[src/rtl/snake_referee_if.sv]
// Signal bundle between snake_pos/game control (master) and the snake_referee rule stage (slave).
interface snake_referee_if;
  localparam int unsigned CW = 5;
  localparam int unsigned BW = 4 * CW;
  localparam int unsigned SW = 8;
  localparam int unsigned LW = 3;

  logic          step;
  logic [CW-1:0] head_x;
  logic [CW-1:0] head_y;
  logic [BW-1:0] body_x;
  logic [BW-1:0] body_y;
  logic          grow;
  logic          die;
  logic [CW-1:0] food_x;
  logic [CW-1:0] food_y;
  logic [SW-1:0] score;
  logic [LW-1:0] length;
  logic          busy;

  modport master (
    output step, head_x, head_y, body_x, body_y,
    input  grow, die, food_x, food_y, score, length, busy
  );

  modport slave (
    input  step, head_x, head_y, body_x, body_y,
    output grow, die, food_x, food_y, score, length, busy
  );
endinterface

[src/rtl/snake_referee.sv]
// Snake game rules: food placement via LFSR, food/wall/self-collision checks, score and length.
// Optional macro WALL_KILL_EN enables the out-of-bounds head kill rule.
module snake_referee #(
  parameter int unsigned MAX_X       = 23,
  parameter int unsigned MAX_Y       = 23,
  parameter int unsigned FOOD_INIT_X = 8,
  parameter int unsigned FOOD_INIT_Y = 8,
  parameter logic [9:0]  LFSR_SEED   = 10'h2A5,
  parameter int unsigned MAX_TRIES   = 31
) (
  input  logic            clk,
  input  logic            rst,
  snake_referee_if.slave  bus
);
  localparam int unsigned CW   = 5;
  localparam int unsigned LFW  = 10;
  localparam int unsigned SW   = 8;
  localparam int unsigned LW   = 3;
  localparam int unsigned NSEG = 4;
  localparam int unsigned TW   = $clog2(MAX_TRIES + 1);

  typedef enum logic [1:0] {IDLE, CHECK, SPAWN, DEAD} state_t;

  state_t          state;
  logic [LFW-1:0]  lfsr;
  logic [TW-1:0]   tries;

  logic [LFW-1:0]  lfsr_next;
  logic [CW-1:0]   cand_x;
  logic [CW-1:0]   cand_y;
  logic            body_hit;
  logic            cand_body;
  logic            food_hit;
  logic            cand_ok;
  logic            kill;

  // Collision and candidate evaluation against the currently active segments
  always_comb begin
    lfsr_next = (lfsr == '0) ? LFSR_SEED : {lfsr[LFW-2:0], lfsr[9] ^ lfsr[6]};
    cand_x    = lfsr[4:0];
    cand_y    = lfsr[9:5];
    body_hit  = 1'b0;
    cand_body = 1'b0;
    for (int i = 0; i < int'(NSEG); i++) begin
      if (LW'(i + 1) < bus.length) begin
        if (bus.head_x == bus.body_x[CW*i +: CW] && bus.head_y == bus.body_y[CW*i +: CW])
          body_hit = 1'b1;
        if (cand_x == bus.body_x[CW*i +: CW] && cand_y == bus.body_y[CW*i +: CW])
          cand_body = 1'b1;
      end
    end
    food_hit = (bus.head_x == bus.food_x) && (bus.head_y == bus.food_y);
    cand_ok  = (cand_x <= CW'(MAX_X)) && (cand_y <= CW'(MAX_Y)) &&
               !((cand_x == bus.head_x) && (cand_y == bus.head_y)) &&
               !((cand_x == bus.food_x) && (cand_y == bus.food_y)) &&
               !cand_body;
`ifdef WALL_KILL_EN
    kill = body_hit || (bus.head_x > CW'(MAX_X)) || (bus.head_y > CW'(MAX_Y));
`else
    kill = body_hit;
`endif
  end

  always_ff @(posedge clk or negedge rst) begin
    if (!rst) begin
      state      <= IDLE;
      lfsr       <= LFSR_SEED;
      tries      <= '0;
      bus.grow   <= 1'b0;
      bus.die    <= 1'b0;
      bus.food_x <= CW'(FOOD_INIT_X);
      bus.food_y <= CW'(FOOD_INIT_Y);
      bus.score  <= '0;
      bus.length <= LW'(1);
      bus.busy   <= 1'b0;
    end else begin
      lfsr <= lfsr_next;
      case (state)
        IDLE: begin
          if (bus.step) begin
            state    <= CHECK;
            bus.busy <= 1'b1;
            // snake_pos consumes grow on this same edge
            if (bus.grow) begin
              bus.grow <= 1'b0;
              if (bus.length < LW'(5)) bus.length <= bus.length + LW'(1);
            end
          end
        end
        CHECK: begin
          if (kill) begin
            bus.die <= 1'b1;
            state   <= DEAD;
          end else if (food_hit) begin
            bus.grow <= 1'b1;
            if (bus.score != {SW{1'b1}}) bus.score <= bus.score + SW'(1);
            state <= SPAWN;
          end else begin
            state    <= IDLE;
            bus.busy <= 1'b0;
          end
        end
        SPAWN: begin
          if (cand_ok) begin
            bus.food_x <= cand_x;
            bus.food_y <= cand_y;
            tries      <= '0;
            state      <= IDLE;
            bus.busy   <= 1'b0;
          end else if (tries == TW'(MAX_TRIES - 1)) begin
            tries    <= '0;
            state    <= IDLE;
            bus.busy <= 1'b0;
          end else begin
            tries <= tries + TW'(1);
          end
        end
        DEAD: begin
          bus.die <= 1'b1;
        end
        default: begin
          state    <= IDLE;
          bus.busy <= 1'b0;
        end
      endcase
    end
  end
endmodule

[src/flat_wrapper.sv]
// flat-port wrapper written by rule: the top's interface ports become plain ports
module snake_referee_flat 
#(
  parameter int unsigned MAX_X       = 23,
  parameter int unsigned MAX_Y       = 23,
  parameter int unsigned FOOD_INIT_X = 8,
  parameter int unsigned FOOD_INIT_Y = 8,
  parameter logic [9:0]  LFSR_SEED   = 10'h2A5,
  parameter int unsigned MAX_TRIES   = 31
)
  (clk, rst, bus_step, bus_head_x, bus_head_y, bus_body_x, bus_body_y, bus_grow, bus_die, bus_food_x, bus_food_y, bus_score, bus_length, bus_busy);
  snake_referee_if bus_i ();
  input  logic clk;
  input  logic rst;
  input wire logic [$bits(bus_i.step)-1:0] bus_step;
  input wire logic [$bits(bus_i.head_x)-1:0] bus_head_x;
  input wire logic [$bits(bus_i.head_y)-1:0] bus_head_y;
  input wire logic [$bits(bus_i.body_x)-1:0] bus_body_x;
  input wire logic [$bits(bus_i.body_y)-1:0] bus_body_y;
  output wire logic [$bits(bus_i.grow)-1:0] bus_grow;
  output wire logic [$bits(bus_i.die)-1:0] bus_die;
  output wire logic [$bits(bus_i.food_x)-1:0] bus_food_x;
  output wire logic [$bits(bus_i.food_y)-1:0] bus_food_y;
  output wire logic [$bits(bus_i.score)-1:0] bus_score;
  output wire logic [$bits(bus_i.length)-1:0] bus_length;
  output wire logic [$bits(bus_i.busy)-1:0] bus_busy;
  assign bus_i.step = bus_step;
  assign bus_i.head_x = bus_head_x;
  assign bus_i.head_y = bus_head_y;
  assign bus_i.body_x = bus_body_x;
  assign bus_i.body_y = bus_body_y;
  assign bus_grow = bus_i.grow;
  assign bus_die = bus_i.die;
  assign bus_food_x = bus_i.food_x;
  assign bus_food_y = bus_i.food_y;
  assign bus_score = bus_i.score;
  assign bus_length = bus_i.length;
  assign bus_busy = bus_i.busy;
  snake_referee #(.MAX_X(MAX_X), .MAX_Y(MAX_Y), .FOOD_INIT_X(FOOD_INIT_X), .FOOD_INIT_Y(FOOD_INIT_Y), .LFSR_SEED(LFSR_SEED), .MAX_TRIES(MAX_TRIES)) u_core (.clk(clk), .rst(rst), .bus(bus_i));
endmodule
[config.mk]
export PLATFORM = sky130hd
export DESIGN_NAME = snake_referee_flat
export DESIGN_NICKNAME = d
export VERILOG_FILES = /design/src/rtl/snake_referee_if.sv /design/src/rtl/snake_referee.sv /design/src/flat_wrapper.sv
export SDC_FILE = /design/constraint.sdc
export NUM_CORES = 1
export LEC_CHECK = 0
export ABC_AREA = 1
export CAP_MARGIN = 5
export CORE_AREA = 2 2 114 116
export DETAILED_ROUTE_END_ITERATION = 12
export DIE_AREA = 0 0 116 118
export PLACE_DENSITY = 0.62
export SETUP_SLACK_MARGIN = 0.15
export SYNTH_ARGS = -nofsm -noshare
export SYNTH_HDL_FRONTEND = slang
export SYNTH_SLANG_ARGS = --single-unit
[constraint.sdc]
create_clock -name clk -period 1.92 [get_ports clk]
set_input_delay 0.384 -clock clk [delete_from_list [all_inputs] [get_ports clk]]
set_output_delay 0.384 -clock clk [all_outputs]
set_load 0.02 [all_outputs]
* Word-level counts from Yosys, hierarchy flattened *
Cells that the tools add are included.

word-level totals
  register bits after elaboration = 41
  logic and storage cells = 122
  output and inout port bits = 24

cells by class
  reduce and logical (&&, ||, !) cells = 30
  bitwise gates (word level) = 2
  add/subtract/negate cells = 3
  order comparisons = 7
  multiplexer cells = 37
  eq/ne operators = 33

operators with widths
  operator             count
  $eq 5x5->1           22
  $mux 1               25
  $logic_and 1x1->1    15
  $reduce_and 4->1     3
  $le 5x5->1 const B   2
  $logic_not 10->1     1
  $mux 10              1
  $mux 2               5
  $mux 5               2
  $add 8x1->8 const B  1
  $ne 8x8->1 const B   1
  $lt 2x3->1 const A   2
  $ne 2x2->1 const B   3
  $pmux 2 s3           1
  $add 5x1->5 const B  1
  $eq 5x5->1 const B   1
  $reduce_and 5->1     1
  $eq 2x2->1 const B   2
  $ne 2x1->1 const B   2
  $pmux 1 s2           2
  $reduce_and 2->1     2
  $reduce_bool 2->1    2
  $add 3x1->3 const B  1
  $logic_not 1->1      3
  other kinds (11)     11

* Longest topological paths before layout *
Gate-level depths: netlist (run 1).

  word-level depth = 14
  depth in mapped cells = 15

* Worst setup path after synthesis (run 1) *
Ideal clock, no wire load.

  kind = register to register
  start = register u_core.lfsr[2]
  end = register u_core.bus.food_x[4]
  stages on the path, launching flop included = 13
  path slack = 0.292 ns
  arrival time = 1.551 ns
  buffers on the path = 2
  clock period less this slack = 1.628 ns
  path through = dfstp_2 > buf_4 > inv_2 > o22ai_1 > nor2_1 > nand3_1 > nand2_1 > nor2_2 > nand2_4 > nor2_8 > buf_6 > nand2_1 > o21ai_1

on the way
  cells in the longest elaborated chain, start to end = 13
  elaborated cells on any way between the ends = 29
  classes of those cells = 1 x order compare; 6 x eq/ne; 8 x mux; 14 x reduce/logical

ends and longest elaborated chain
  element                       RTL line                RTL
  start, declared               snake_referee.sv:25     logic [LFW-1:0] lfsr;
  start signal, assigned        snake_referee.sv:77     lfsr <= lfsr_next;
  $eq 5x5->1                    snake_referee.sv:48     if (cand_x == bus.body_x[CW*i +: CW] && cand_y == bus.body_y[CW*i +: CW])
  $logic_and 1x1->1             snake_referee.sv:48
  $mux 1                        snake_referee.sv:48
  $mux 1                        snake_referee.sv:45     if (LW'(i + 1) < bus.length) begin
  $mux 1                        snake_referee.sv:48
  $mux 1                        snake_referee.sv:45
  $mux 1                        snake_referee.sv:48
  $mux 1                        snake_referee.sv:45
  $mux 1                        snake_referee.sv:48
  $mux 1                        snake_referee.sv:45
  $logic_not 1->1               snake_referee.sv:56     !cand_body;
  $logic_and 1x1->1 *           snake_referee.sv:55     !((cand_x == bus.food_x) && (cand_y == bus.food_y)) &&
  $reduce_and 2->1 (no line) *  --
  end signal, assigned          snake_referee.sv:71     bus.food_x <= CW'(FOOD_INIT_X);
  end signal, assigned          snake_referee.sv:105    bus.food_x <= cand_x;
  end, declared                 snake_referee_if.sv:28  output grow, die, food_x, food_y, score, length, busy

Every way passes the cells marked *; elsewhere a longest branch is shown, timed or not.
A chain may end at the register's enable or synchronous reset.

* Final worst setup path (run 1) *
  start = register u_core.lfsr[2]
  end = register u_core.bus.food_y[4]

on the way
  cells in the longest elaborated chain, start to end = 13
  elaborated cells on any way between the ends = 29
  classes of those cells = 1 x order compare; 6 x eq/ne; 8 x mux; 14 x reduce/logical

ends and longest elaborated chain
  element                       RTL line                RTL
  $eq 5x5->1                    snake_referee.sv:48
  $logic_and 1x1->1             snake_referee.sv:48
  $mux 1                        snake_referee.sv:48
  $mux 1                        snake_referee.sv:45
  $mux 1                        snake_referee.sv:48
  $mux 1                        snake_referee.sv:45
  $mux 1                        snake_referee.sv:48
  $mux 1                        snake_referee.sv:45
  $mux 1                        snake_referee.sv:48
  $mux 1                        snake_referee.sv:45
  $logic_not 1->1               snake_referee.sv:56
  $logic_and 1x1->1 *           snake_referee.sv:55
  $reduce_and 2->1 (no line) *  --
  end signal, assigned          snake_referee.sv:72     bus.food_y <= CW'(FOOD_INIT_Y);
  end signal, assigned          snake_referee.sv:106    bus.food_y <= cand_y;
  end, declared                 snake_referee_if.sv:28

Marked as above.

==> results, run 1 <==
- The clock latency on the worst-skew pair is ~300 ps.
- The die is 118 um tall.
- The initial cell density of the core is 29.7%.
- From synthesis to final layout, the design area changed by 45.0%.
- The max-slew violation total from the final report is 0.
- Across all layers, the routed design uses 3,928 vias.
- The core region area is 12,400 um^2.
- The most common cell in the synthesized netlist is sky130_fd_sc_hd__nand2_1.
- The summed instance area of the synthesized netlist is 3690 um^2.
- The number of design rule violations left after detail routing is 0.
- TritonCTS built the clock tree.
- The flip-flop and latch count after synthesis is 41.
- The minimum clock period after layout is around 1900 ps.
- After the first detailed-routing iteration, the DRC count stood at 271.
- The placer's final routability congestion estimate is 0.902.
- The die extent in x is around 120 um.
- The share of the clock period used by the worst path is 100%.
- The maximum number of pins on one net before global-route repair is 22.
- Of the synthesized area, sequential elements account for 28.1%.
- In the routed layout, each cell is associated on average with a via count of 4.68.
- Setup violations remaining at the end of the flow were counted as 0.
- At the pin with the least slew margin, the transition time is roughly 550 ps.
- Ranked by total cell area, the synthesized netlist is headed by sky130_fd_sc_hd__dfrtp_1 (22%), sky130_fd_sc_hd__nand2_1 (20%), sky130_fd_sc_hd__xnor2_1 (11%), sky130_fd_sc_hd__dfstp_2 (5.7%), sky130_fd_sc_hd__nor2_1 (5.4%).
- The number of enable-type register cells in the synthesized netlist is 0.
- The count of hold-fix buffers inserted at cts is 0.
- The CTS root buffer is sky130_fd_sc_hd__clkbuf_16.
- The flow ran to the end, and the final reports show no timing, DRC or antenna violations.
- The half-perimeter wire length after placement is just over 9 mm.
- The worst setup path is launched from a register.
- Setup repair after global routing could not meet its margin everywhere.
- The most used flip-flop cell after synthesis is sky130_fd_sc_hd__dfrtp_1.
- Cells fill 43.1% of the core in the end.
- In the final routed layout, each cell accounts on average for 14.9 um.
- On the final layout, the worst clock skew is 10.6 ps.
- TritonCTS created 5 clock buffers.
- The number of global-route vias before repair is 3,859.
- The maximum vdd drop is 339 uV.
- The type of destination of the critical path is a register.
- The number of cells after detailed placement is a little over 800.
- In the final design database the tool counted 728 nets.
- The maximum clock frequency is 521 MHz.
- The power density normalized to cell area is 583 nW/um^2.
- The number of buffer cells added on primary ports is 76.
- The area of the die is 13,700 um^2.
- The site row count is 41.
- Excluding fillers, the count of instances in the completed layout stands at 840.
- The largest fanout on the critical path is 7.
- The ratio of cells with drive above 1 in the final layout is 20.7%.
- The clock-pin transition on the worst setup and hold timing paths is 50 ps.
- The total global-route track usage is about 18%.
- The number of diodes added for antenna fixing is 0.
- The master of the slowest instance on the critical path is sky130_fd_sc_hd__dfstp_2.
- Traced cell by cell, the critical path runs through inv_2, o22ai_1, nor2_1, nand3_1, nand2_2, nor2_4, nand2_8, nor2_8, nand2_1, o21a_1.
- For this run, the number of Yosys warnings is 0.
- The longest clock path from root to sink contains 2 buffers.
- Summed over all cells, the static leakage comes to around 2.8 nW.
- The fraction of registers with async set/reset is 100%.
- The category of the critical setup timing path is register to register.
- For the worst setup path, the data required time is 2100 ps.
- The first detailed-routing pass ran for 5 iterations.
- The total congestion overflow after global routing is 0.
- The cell family with the largest share of critical-path delay is simple AND/OR/NAND/NOR gates.
- The max-cap check violation count is 0.
- The delay contributed by the slowest stage of the critical path is ~650 ps.
- The worst hold path belongs to the class input port to async pin.
- The total buffers and inverters traversed by the critical path is 1.
- The worst slew margin relative to its limit is 62.7%.
- The clock sink count is 41.
- In this run the remaining antenna-violating nets after routing total 0.
- The final count of hold timing violations is 0.
- Counting instances in the post-synthesis netlist gives the leading cell types as sky130_fd_sc_hd__nand2_1 (195), sky130_fd_sc_hd__nor2_1 (53), sky130_fd_sc_hd__inv_1 (48), sky130_fd_sc_hd__xnor2_1 (48), sky130_fd_sc_hd__dfrtp_1 (33).
- The global-route wire length before repair is slightly below 20 mm.
- The largest total area in the synthesized netlist belongs to sky130_fd_sc_hd__dfrtp_1.
- When the netlist entered floorplanning its net count stood at 615.
- The share of synthesized area in the top cell type comes to 22.4%.
- The final layout contains routed wiring with a total length of 12.6 mm.
- The worst path arrival time is 2100 ps.
- The post-synthesis cell count is 554.
- The H-tree generated during clock tree synthesis spans 2 levels.
- The average cell area after synthesis is 6.66 um^2.
- The number of antenna violations at the first check in global routing is 0.
- Synthesis instantiated 34 different standard cells from the library.
- The number of ports placed on the die boundary is just under 80.
## registers in the layout, summed over array words and instances, names as in the netlist, 2 cells and up
name,flops
u_core.bus.food_x,5
u_core.bus.food_y,5
u_core.bus.length,3
u_core.bus.score,8
u_core.lfsr,10
u_core.state,2
u_core.tries,5
## cells by family after synthesis
kind of cell / share of synthesized area (%)
AO/OA/AOI/OAI: 5.73
XOR/XNOR: 15.9
adder cells (fa/ha/maj): 2.71
buffers and inverters: 12.3
flip-flops: 28.1
multiplexers: 0.305
AND/OR/NAND/NOR: 35.0
## path summary, 6_finish.rpt
kind | startpoint | endpoint | slack [ps] | cells after the start
hold / removal | rst | u_core.bus.food_y[4]$_DFFE_PN0P_ | 50 | 1
max in group asynchronous | rst | u_core.bus.length[0]$_DFFE_PN1P_ | 1270 | 2
min in group clk | u_core.bus.busy$_DFFE_PN0P_ | u_core.bus.busy$_DFFE_PN0P_ | 490 | 2
setup / recovery | u_core.lfsr[2]$_DFF_PN1_ | u_core.bus.food_y[4]$_DFFE_PN0P_ | 0.6 | 10
setup reg to reg | u_core.lfsr[2]$_DFF_PN1_ | u_core.bus.food_y[4]$_DFFE_PN0P_ | 0.6 | 10
hold reg to reg | u_core.bus.busy$_DFFE_PN0P_ | u_core.bus.busy$_DFFE_PN0P_ | 490 | 2
## where the power goes
| group | leakage [nW] | internal [W] | switching [W] |
|---|---|---|---|
| combinational | 2.29 | 0.000504 | 0.000584 |
| sequential | 0.442 | 0.000961 | 0.000113 |
| clock | 0.0808 | 0.000611 | 0.000347 |
## layer usage
layer	share of wire [%]	GRT usage, %
met1	44	24.7
met2	47	29.5
met3	7.0	3.04
met4	2.3	6.62
met5	0	0
## worst register-to-register path, cell delays in order, from the launching register on
cell,delay [ps]
sky130_fd_sc_hd__dfstp_2,650
sky130_fd_sc_hd__inv_2,90
sky130_fd_sc_hd__o22ai_1,170
sky130_fd_sc_hd__nor2_1,60
sky130_fd_sc_hd__nand3_1,120
sky130_fd_sc_hd__nand2_2,80
sky130_fd_sc_hd__nor2_4,170
sky130_fd_sc_hd__nand2_8,130
sky130_fd_sc_hd__nor2_8,180
sky130_fd_sc_hd__nand2_1,70
sky130_fd_sc_hd__o21a_1,100
## cell type report
class | count | area [um^2]
fill | 1293 | 7070
multi-input combinational | 420 | 2370
timing repair buffer | 129 | 1280
sequential | 41 | 1040
inverter | 70 | 273
tap | 172 | 215
clock buffer | 6 | 129
clock inverter | 2 | 35.0
## timing repair
item,in CTS,in global routing
gates resized for setup,53,58
cloned,3,0
endpoints found under the setup margin,35,32
pin swaps,22,14
buffers inserted,14,5
## layout by cell type, fill, tap and decap left out, types with 3 or more instances in the layout
cell	synthesis	routed
sky130_fd_sc_hd__inv_2	20	20
sky130_fd_sc_hd__o22ai_1	3	3
sky130_fd_sc_hd__nand4_1	15	15
sky130_fd_sc_hd__nand2_2	2	10
sky130_fd_sc_hd__nor3_1	4	3
sky130_fd_sc_hd__clkbuf_16	0	5
sky130_fd_sc_hd__inv_1	48	45
sky130_fd_sc_hd__o21ai_1	11	9
sky130_fd_sc_hd__nand2_1	195	184
sky130_fd_sc_hd__buf_4	18	41
sky130_fd_sc_hd__dlygate4sd2_1	0	17
sky130_fd_sc_hd__buf_12	0	4
sky130_fd_sc_hd__dfrtp_2	0	3
sky130_fd_sc_hd__buf_6	3	6
sky130_fd_sc_hd__ha_1	8	7
sky130_fd_sc_hd__xor2_1	19	19
sky130_fd_sc_hd__o21ai_0	8	6
sky130_fd_sc_hd__dlymetal6s2s_1	0	33
sky130_fd_sc_hd__clkdlybuf4s50_1	0	23
sky130_fd_sc_hd__dfrtp_1	33	30
sky130_fd_sc_hd__nor4_1	3	3
sky130_fd_sc_hd__nor2_4	0	6
sky130_fd_sc_hd__o21ai_2	0	4
sky130_fd_sc_hd__nor2_2	5	8
sky130_fd_sc_hd__dfstp_2	8	8
sky130_fd_sc_hd__nand3_1	20	19
sky130_fd_sc_hd__inv_4	1	4
sky130_fd_sc_hd__nor2_1	53	47
sky130_fd_sc_hd__xnor2_1	48	46
sky130_fd_sc_hd__a21oi_1	10	10
## metrics by stage
stage	total power (W)	setup slack [ps]	TNS [ps]	area [um^2]	hold slack [ps]
finish	0.00312	0.589	0	5350	48.4
floorplan	0.00165	292	0	3690	88.4
CTS	0.00308	71.5	0	5160	50.5
global route	0.00330	-60.2	-464	5350	75.2
detailed placement	0.00211	-401	-8070	4760	366
global placement	0.00210	-374	-8190	4760	358
(Power assumes the default switching activity.)
==> run 2, diff against run 1 <==
Settings changed: PLACE_DENSITY 0.62 to not set.
==> run 2 against run 1 <==
Effect of this change: flip-flop and latch count unchanged; clock power down 2.7%; critical path depth up 2; sequential share of layout area decreased by 0.50 points; cell area rose by 3.1%; critical path type unchanged; largest power group unchanged.
==> results, run 2 (synthesis gave the netlist of run 1 again) <==
- The final worst setup slack is ~37 ps.
- Setup repair after global routing could not meet its margin everywhere.
- The ratio of cells with drive above 1 in the final layout is 24.9%.
- The required arrival time at the worst endpoint is 2130 ps.
- The max-cap check violation count is 0.
- The maximum count of clock buffers along a single path is 2.
- At the end of routability-driven placement, the weighted congestion stood at 0.913.
- The layout has 1,309 filler cells.
- The net switching power is 0.00105 W.
- The site row count is 41.
- The largest registers in the layout are u_core.lfsr x10, u_core.bus.score x8.
- The detailed router finished its first iteration with 281 violations.
- For the worst setup path, the data arrival time is 2090 ps.
- The wire length on met1 is around 5.6 mm.
- On the worst path, the slowest cell contributes a delay of 690 ps.
- In the layout the commonest cells are sky130_fd_sc_hd__nand2_1 (180), sky130_fd_sc_hd__inv_1 (45), sky130_fd_sc_hd__xnor2_1 (42), sky130_fd_sc_hd__buf_4 (42), sky130_fd_sc_hd__nor2_1 (38).
- Setup violations remaining at the end of the flow were counted as 0.
- In the final layout, flip-flops and latches occupy 1040 um^2.
- The maximum number of pins on one net before global-route repair is 22.
- The clock-pin transition on the worst setup and hold timing paths is 60 ps.
- Before antenna repair, the detailed router went through 5 iterations.
- 0 antenna diodes ended up in the layout.
- The die extent in x is 116 um.
- The CTS root buffer is sky130_fd_sc_hd__clkbuf_16.
- At the placement stage, the worst setup path has a slack of -402 ps.
- The commonest non-fill, non-tap cell in the layout is sky130_fd_sc_hd__nand2_1.
- The highest layer touched by signal routing is met4.
- The cell family with the largest share of critical-path delay is simple AND/OR/NAND/NOR gates.
- The flip-flop count of the largest register after layout is 10.
- The max-slew violation total from the final report is 0.
- Counting flops per register, the top entry is u_core.lfsr.
- The path class of the tightest hold or removal check is input port to async pin.
- TritonCTS built the clock tree.
- During placement, the flow inserted port buffers numbering 76.
- In this run the vertical extent of the chip is approximately 120 um.
- The initial cell density of the core is 29.7%.
- The die covers 13,700 um^2.
- The run finished with clean final reports.
- The detail route stage leaves a number of antenna-violating nets equal to 0.
- The internal portion of the total power is about 0.0021 W.
- The depth of the CTS H-tree is 2.
- The detailed-route via count is 3,962.
- Of all nets on the critical path, the largest fanout is 8.
- Summing all multi-input logic gate instances after layout gives 2460 um^2.
- The type of destination of the critical path is a register.
- Detailed routing placed a total of 6.00 mm of wire on met2.
- The first element of the critical path is u_core.lfsr[7]$_DFF_PN1_.
- The worst setup path is of the register to register kind.
- The startpoint identified for the worst register-to-register timing path is u_core.lfsr[7]$_DFF_PN1_.
- The minimum clock period after layout is 1880 ps.
- For the final routed database, the setup TNS stands at 0 ps.
- The final count of hold timing violations came to 0.
- The number of global-route vias before repair came to ~4,000.
- The count of hold-fix buffers inserted at cts is 0.
- Together, buffers and inverters on the worst path number 1.
- For this run, the post-layout net count is 733.
- The critical path goes through inv_4, nand2_1, nand4_1, nor2_1, nand3_1, nand2_2, nor2_4, nand2_8, nand2_8, nand2_4, nand2_1, o21ai_1.
- At the pin with the least slew margin, the transition time is 600 ps.
- The total overflow left after global routing is 0.
- The growth of design area from synthesis to finish is 49.5%.
- The worst setup path is launched from a register.
- The HPWL after detailed placement is 9.65 mm.
- Measured on the finished design, the core utilization comes to 44.4%.
- Summed over all nets, wire length on met3 after detailed routing comes to 740 um.
- During I/O placement, the number of pins put on the boundary was 77.
- The region available for standard cell placement spans around 12,000 um^2.
- The clock buffer count from CTS is 5.
- The wire length reported by the detailed router is 12.8 mm.
- The global-route wire length before repair is 20.0 mm.
- Dividing total power by cell area gives a power density of 570 nW/um^2.
- After layout, the worst path uses 98.1% of the clock period.
- The fraction of power consumed by combinational cells is between 30% and 40%.
- The master of the slowest instance on the critical path is sky130_fd_sc_hd__dfstp_2.
- The clock reaches the later pin of the worst-skew pair after 280 ps.
- The share of total power dissipated in sequential elements is 34.0%.
- The routed wire length per instance is 15.1 um.
- The number of antenna violations at the first check in global routing came to 0.
- Summed over all cells, the static leakage comes to between 2 and 3 nW.
- The worst clock skew is 5.47 ps.
- The worst slew margin relative to its limit is 59.5%.
- The total global-route track usage is 18.7%.
- Net switching is roughly 34% of the power.
- In the routed design, unresolved DRC markers number 0.
- The routed via count divided by cell count is 4.69.
- The clock drives ~40 sinks.
- The maximum clock frequency is roughly 530 MHz.
- The worst-case IR drop observed on VDD is about 350 uV.
- The clock share of power is 29.7%.
-- run 2: power by group through the flow --
stage	clock, W	combinational (W)	sequential (W)
6_report	0.000932	0.00114	0.00107
5_1_grt	0.000989	0.00126	0.00108
4_1_cts	0.000943	0.00109	0.00106
3_5_place_dp	0	0.00108	0.00107
3_3_place_gp	0	0.00106	0.00107
2_1_floorplan	0	0.000511	0.00114
-- run 2: through the flow --
stage | power (W) | area [um^2] | cells | hold slack [ps]
floorplan | 0.00165 | 3690 | 554 | 88.4
global placement | 0.00213 | 4820 | 816 | 379
detailed placement | 0.00215 | 4820 | 816 | 388
CTS | 0.00309 | 5250 | 837 | 81.0
global route | 0.00333 | 5510 | 844 | 106
finish | 0.00314 | 5510 | 844 | 70.6
-- run 2: area by class of cell --
type | instances | area share [%]
clock buffer | 5 | 2.27
multi-input combinational | 420 | 44.7
clock inverter | 2 | 0.635
timing repair buffer | 134 | 24.6
sequential | 41 | 18.9
tap | 172 | 3.90
inverter | 70 | 4.99
-- run 2: repair_timing --
action                                 in CTS  in global routing
gates resized for setup                    73                 72
setup buffers                              11                  7
pin swaps                                  23                 25
cloned                                      3                  0
endpoints found under the hold margin       0                  0
setup endpoints to repair                  31                 36
-- run 2: worst reg2reg max path, cell delays in order, from the launching register on --
cell	delay, ps
sky130_fd_sc_hd__dfstp_2	690
sky130_fd_sc_hd__inv_4	90
sky130_fd_sc_hd__nand2_1	70
sky130_fd_sc_hd__nand4_1	80
sky130_fd_sc_hd__nor2_1	130
sky130_fd_sc_hd__nand3_1	130
sky130_fd_sc_hd__nand2_2	110
sky130_fd_sc_hd__nor2_4	50
sky130_fd_sc_hd__nand2_8	140
sky130_fd_sc_hd__nand2_8	90
sky130_fd_sc_hd__nand2_4	110
sky130_fd_sc_hd__nand2_1	50
sky130_fd_sc_hd__o21ai_1	80
-- run 2: final timing paths --
kind | slack, ps | to | cells after the start
max | 40 | u_core.state[0]$_DFFE_PN0P_ | 12
min | 70 | u_core.tries[1]$_DFFE_PN0N_ | 1
max reg2reg | 40 | u_core.state[0]$_DFFE_PN0P_ | 12
min reg2reg | 510 | u_core.bus.busy$_DFFE_PN0P_ | 2
max in group asynchronous | 1270 | u_core.lfsr[9]$_DFF_PN1_ | 2
min in group clk | 510 | u_core.bus.busy$_DFFE_PN0P_ | 2
-- run 2: layer usage --
| layer | track usage, % | up-vias |
|---|---|---|
| met1 | 24.3 | 1859 |
| met5 | 0 | - |
| met2 | 30.5 | 142 |
| met3 | 2.68 | 32 |
| met4 | 8.04 | 0 |
| li1 | - | 1929 |
==> run 3, diff against run 2 <==
Settings changed: MAX_ROUTING_LAYER set to met4.
==> run 3 against run 2 <==
Effect of this change: clock skew shrank 1.8 ps; via count up 0.13%; first-iteration DRC count decreased by 13%; core utilization down 0.85 points; register-to-register slack worse by 20 ps; wire length up 2.3%; clock power rose by 4.0%; die area unchanged; count of clock-buffer cells in the layout is the same; non-clock buffer count shrank 2.
==> results, run 3 (synthesis gave the netlist of run 1 again) <==
- Across the VDD grid, the largest voltage drop is 292 uV.
- The total congestion overflow after global routing is 0.
- TritonCTS built the clock tree.
- The type of destination of the critical path is a register.
- The maximum clock frequency is roughly 530 MHz.
- The number of placed instances, taps included, is 820.
- The register with the most flip-flops in the layout has 10 of them.
- The number of design rule violations left after detail routing is 0.
- The worst hold path belongs to the class input port to async pin.
- The clock-pin transition on the worst setup and hold timing paths is approximately 60 ps.
- Measured along the x axis, the die boundary spans 116 um.
- The final count of hold timing violations is 0.
- Input and output buffers added on the ports amount to between 70 and 80.
- The die height is 118 um.
- The wire length reported by the detailed router is around 13 mm.
- The flow ran to the end, and the final reports show no timing, DRC or antenna violations.
- The site row count is a little over 40.
- The clock sink count is between 40 and 50.
- The max-cap check violation count is 0.
- The maximum number of pins on one net before global-route repair is 24.
- For met2 alone, demand over resource in global routing was 30.3%.
- Counting flops per register, the top entry is u_core.lfsr.
- The final count of negative-setup-slack endpoints is 0.
- For this run, the total global-route usage over all layers was measured as about a fifth.
- The largest registers in the layout are u_core.lfsr x10, u_core.bus.score x8.
- The ratio of cells with drive above 1 in the final layout is a little under a quarter.
- Setup repair after global routing could not meet its margin everywhere.
- After detailed routing, the average wire length per cell comes to 15.5 um.
- The final instance count without filler cells is 843.
- In the global route stage, met1 resource usage came out at around 25%.
- OpenSTA, run right after detailed placement, puts the worst setup slack at -392 ps.
- The worst clock skew is 3.65 ps.
- The die covers around 14,000 um^2.
- The first global-routing pass estimated 20.0 mm of wire.
- The design draws 0.00317 W.
- For the pin with the worst max-slew slack, the measured transition is 670 ps.
- Once the floorplan was initialized, standard cells occupied 29.7% of the core.
- The core region area is 12,400 um^2.
- The detailed-route via count is 3,967.
- The number of diodes added for antenna fixing is 0.
- The worst slew margin relative to its limit is a little over half.
- The required arrival time at the worst endpoint is 2130 ps.
- In the layout the commonest cells are sky130_fd_sc_hd__nand2_1 (184), sky130_fd_sc_hd__nor2_1 (47), sky130_fd_sc_hd__xnor2_1 (46).
- CTS built an H-tree with a depth of 2.
- After legalization and detailed placement, the total HPWL measured between 9 and 10 mm.
- In this run, CTS created clock tree buffers numbering 5.
- The number of global-route vias before repair was ~4,000.
- The placer's final routability congestion estimate is 0.994.
- In the finished design, the share of the clock period the worst path needs comes to a little over nine tenths.
- The largest fanout on the critical path is 8.
- The antenna violation net count after detailed routing is 0.
- The area growth from synthesis to layout is 46.7%.
- The routed via count divided by cell count is 4.71.
- In this run the clock root is driven by a sky130_fd_sc_hd__clkbuf_16.
- Global routing used 2.52% of the available met3 tracks.
- Data arrives at the worst endpoint at around 2100 ps.
- Setup slack closes at roughly 21 ps.
- The leakage power figure is about 2.8 nW.
- After the first detailed-routing iteration, the DRC count stood at 244.
- The power density normalized to cell area is 586 nW/um^2.
- STA classifies the critical path startpoint as a register.
- Fill cells in the final layout number 1,292.
- The count of hold-fix buffers inserted at cts is 0.
- The minimum clock period after layout is 1900 ps.
- The final layout net count is 731.
- The number of antenna violations at the first check in global routing is 0.
- The max-slew violation total from the final report was 0.
- Counting along the longest clock path gives a buffer depth of 2.
- The commonest non-fill, non-tap cell in the layout is sky130_fd_sc_hd__nand2_1.
- In this run the most used layer during global routing was met2.
- The number of ports placed on the die boundary is 77.
- Clock latency on the worst-skew pair, taken at its later pin, is 280 ps.
- The category of the critical setup timing path is register to register.
- The length of the first detailed-routing pass in iterations is 5.
[run 3: cell types whose count changed in the layout (fill, tap and decap cells not counted), sizes merged]
| cell | before | now |
|---|---|---|
| dlygate4sd2 | 21 | 22 |
| inv | 69 | 70 |
| clkbuf | 6 | 5 |
| buf | 59 | 57 |
| dlymetal6s2s | 33 | 20 |
| clkdlybuf4s50 | 19 | 32 |
[run 3: critical path, stage by stage, from the launching register on]
cell and delay [ps]:
sky130_fd_sc_hd__dfstp_2 690, sky130_fd_sc_hd__inv_4 90, sky130_fd_sc_hd__nand2_2 70, sky130_fd_sc_hd__nand4_1 120
sky130_fd_sc_hd__nor2_2 130, sky130_fd_sc_hd__nand3_2 100, sky130_fd_sc_hd__nand2_2 90, sky130_fd_sc_hd__nor2_4 50
sky130_fd_sc_hd__nand2_8 130, sky130_fd_sc_hd__nand2_8 90, sky130_fd_sc_hd__nand2_4 120, sky130_fd_sc_hd__nand2_2 70
sky130_fd_sc_hd__o21ai_2 60
[run 3: power breakdown]
group / total [W] / switching (W) / internal (W)
Sequential: 0.00106 / 0.0000999 / 0.000960
Combinational: 0.00114 / 0.000635 / 0.000508
Clock: 0.000969 / 0.000354 / 0.000616
Total: 0.00317 / 0.00109 / 0.00208
[run 3: cell type report]
| type | instances | area (um^2) | share of cell area, % |
|---|---|---|---|
| multi-input cells | 420 | 2410 | 44.6 |
| repair buffers | 132 | 1300 | 24.0 |
| flip-flops and latches | 41 | 1040 | 19.3 |
| inverters | 70 | 270 | 5.00 |
| well taps | 172 | 215 | 3.98 |
| clock buffers | 5 | 125 | 2.31 |
| clock inverters | 3 | 43.8 | 0.810 |
[run 3: layer usage]
metal  up-vias  routed length [um]  share of wire [%]
li1       1930                   -                  -
met1      1863                5880                 45
met2       141                6080                 47
met3        33                 764                5.9
met4         0                 340                2.6
met5         -                   0                  0
[run 3: final timing paths]
kind                                             start                               end  slack (ps)  cells after the start
min reg2reg                u_core.bus.busy$_DFFE_PN0P_       u_core.bus.busy$_DFFE_PN0P_         510                      2
max in group asynchronous                          rst  u_core.bus.length[0]$_DFFE_PN1P_        1260                      2
min                                                rst   u_core.bus.score[2]$_DFFE_PN0P_          80                      1
max reg2reg                   u_core.lfsr[7]$_DFF_PN1_       u_core.state[0]$_DFFE_PN0P_          20                     12
max                           u_core.lfsr[7]$_DFF_PN1_       u_core.state[0]$_DFFE_PN0P_          20                     12
min in group clk           u_core.bus.busy$_DFFE_PN0P_       u_core.bus.busy$_DFFE_PN0P_         510                      2
[run 3: repair_timing]
action                                  4_1_cts  5_1_grt
gates cloned                                  1        2
pin swaps                                    19       20
gates resized for setup                      62       52
endpoints found under the setup margin       31       35
buffers inserted                              5        7
[run 3: metrics by stage]
stage	hold WS, ps	utilization (%)	setup TNS (ps)	instance area, um^2
2_1_floorplan	88.4	-	0	3690
3_3_place_gp	395	39.0	-8070	4840
3_5_place_dp	411	39.0	-9010	4840
4_1_cts	101	41.6	0	5160
5_1_grt	121	43.6	-461	5410
6_report	82.0	43.6	0	5410
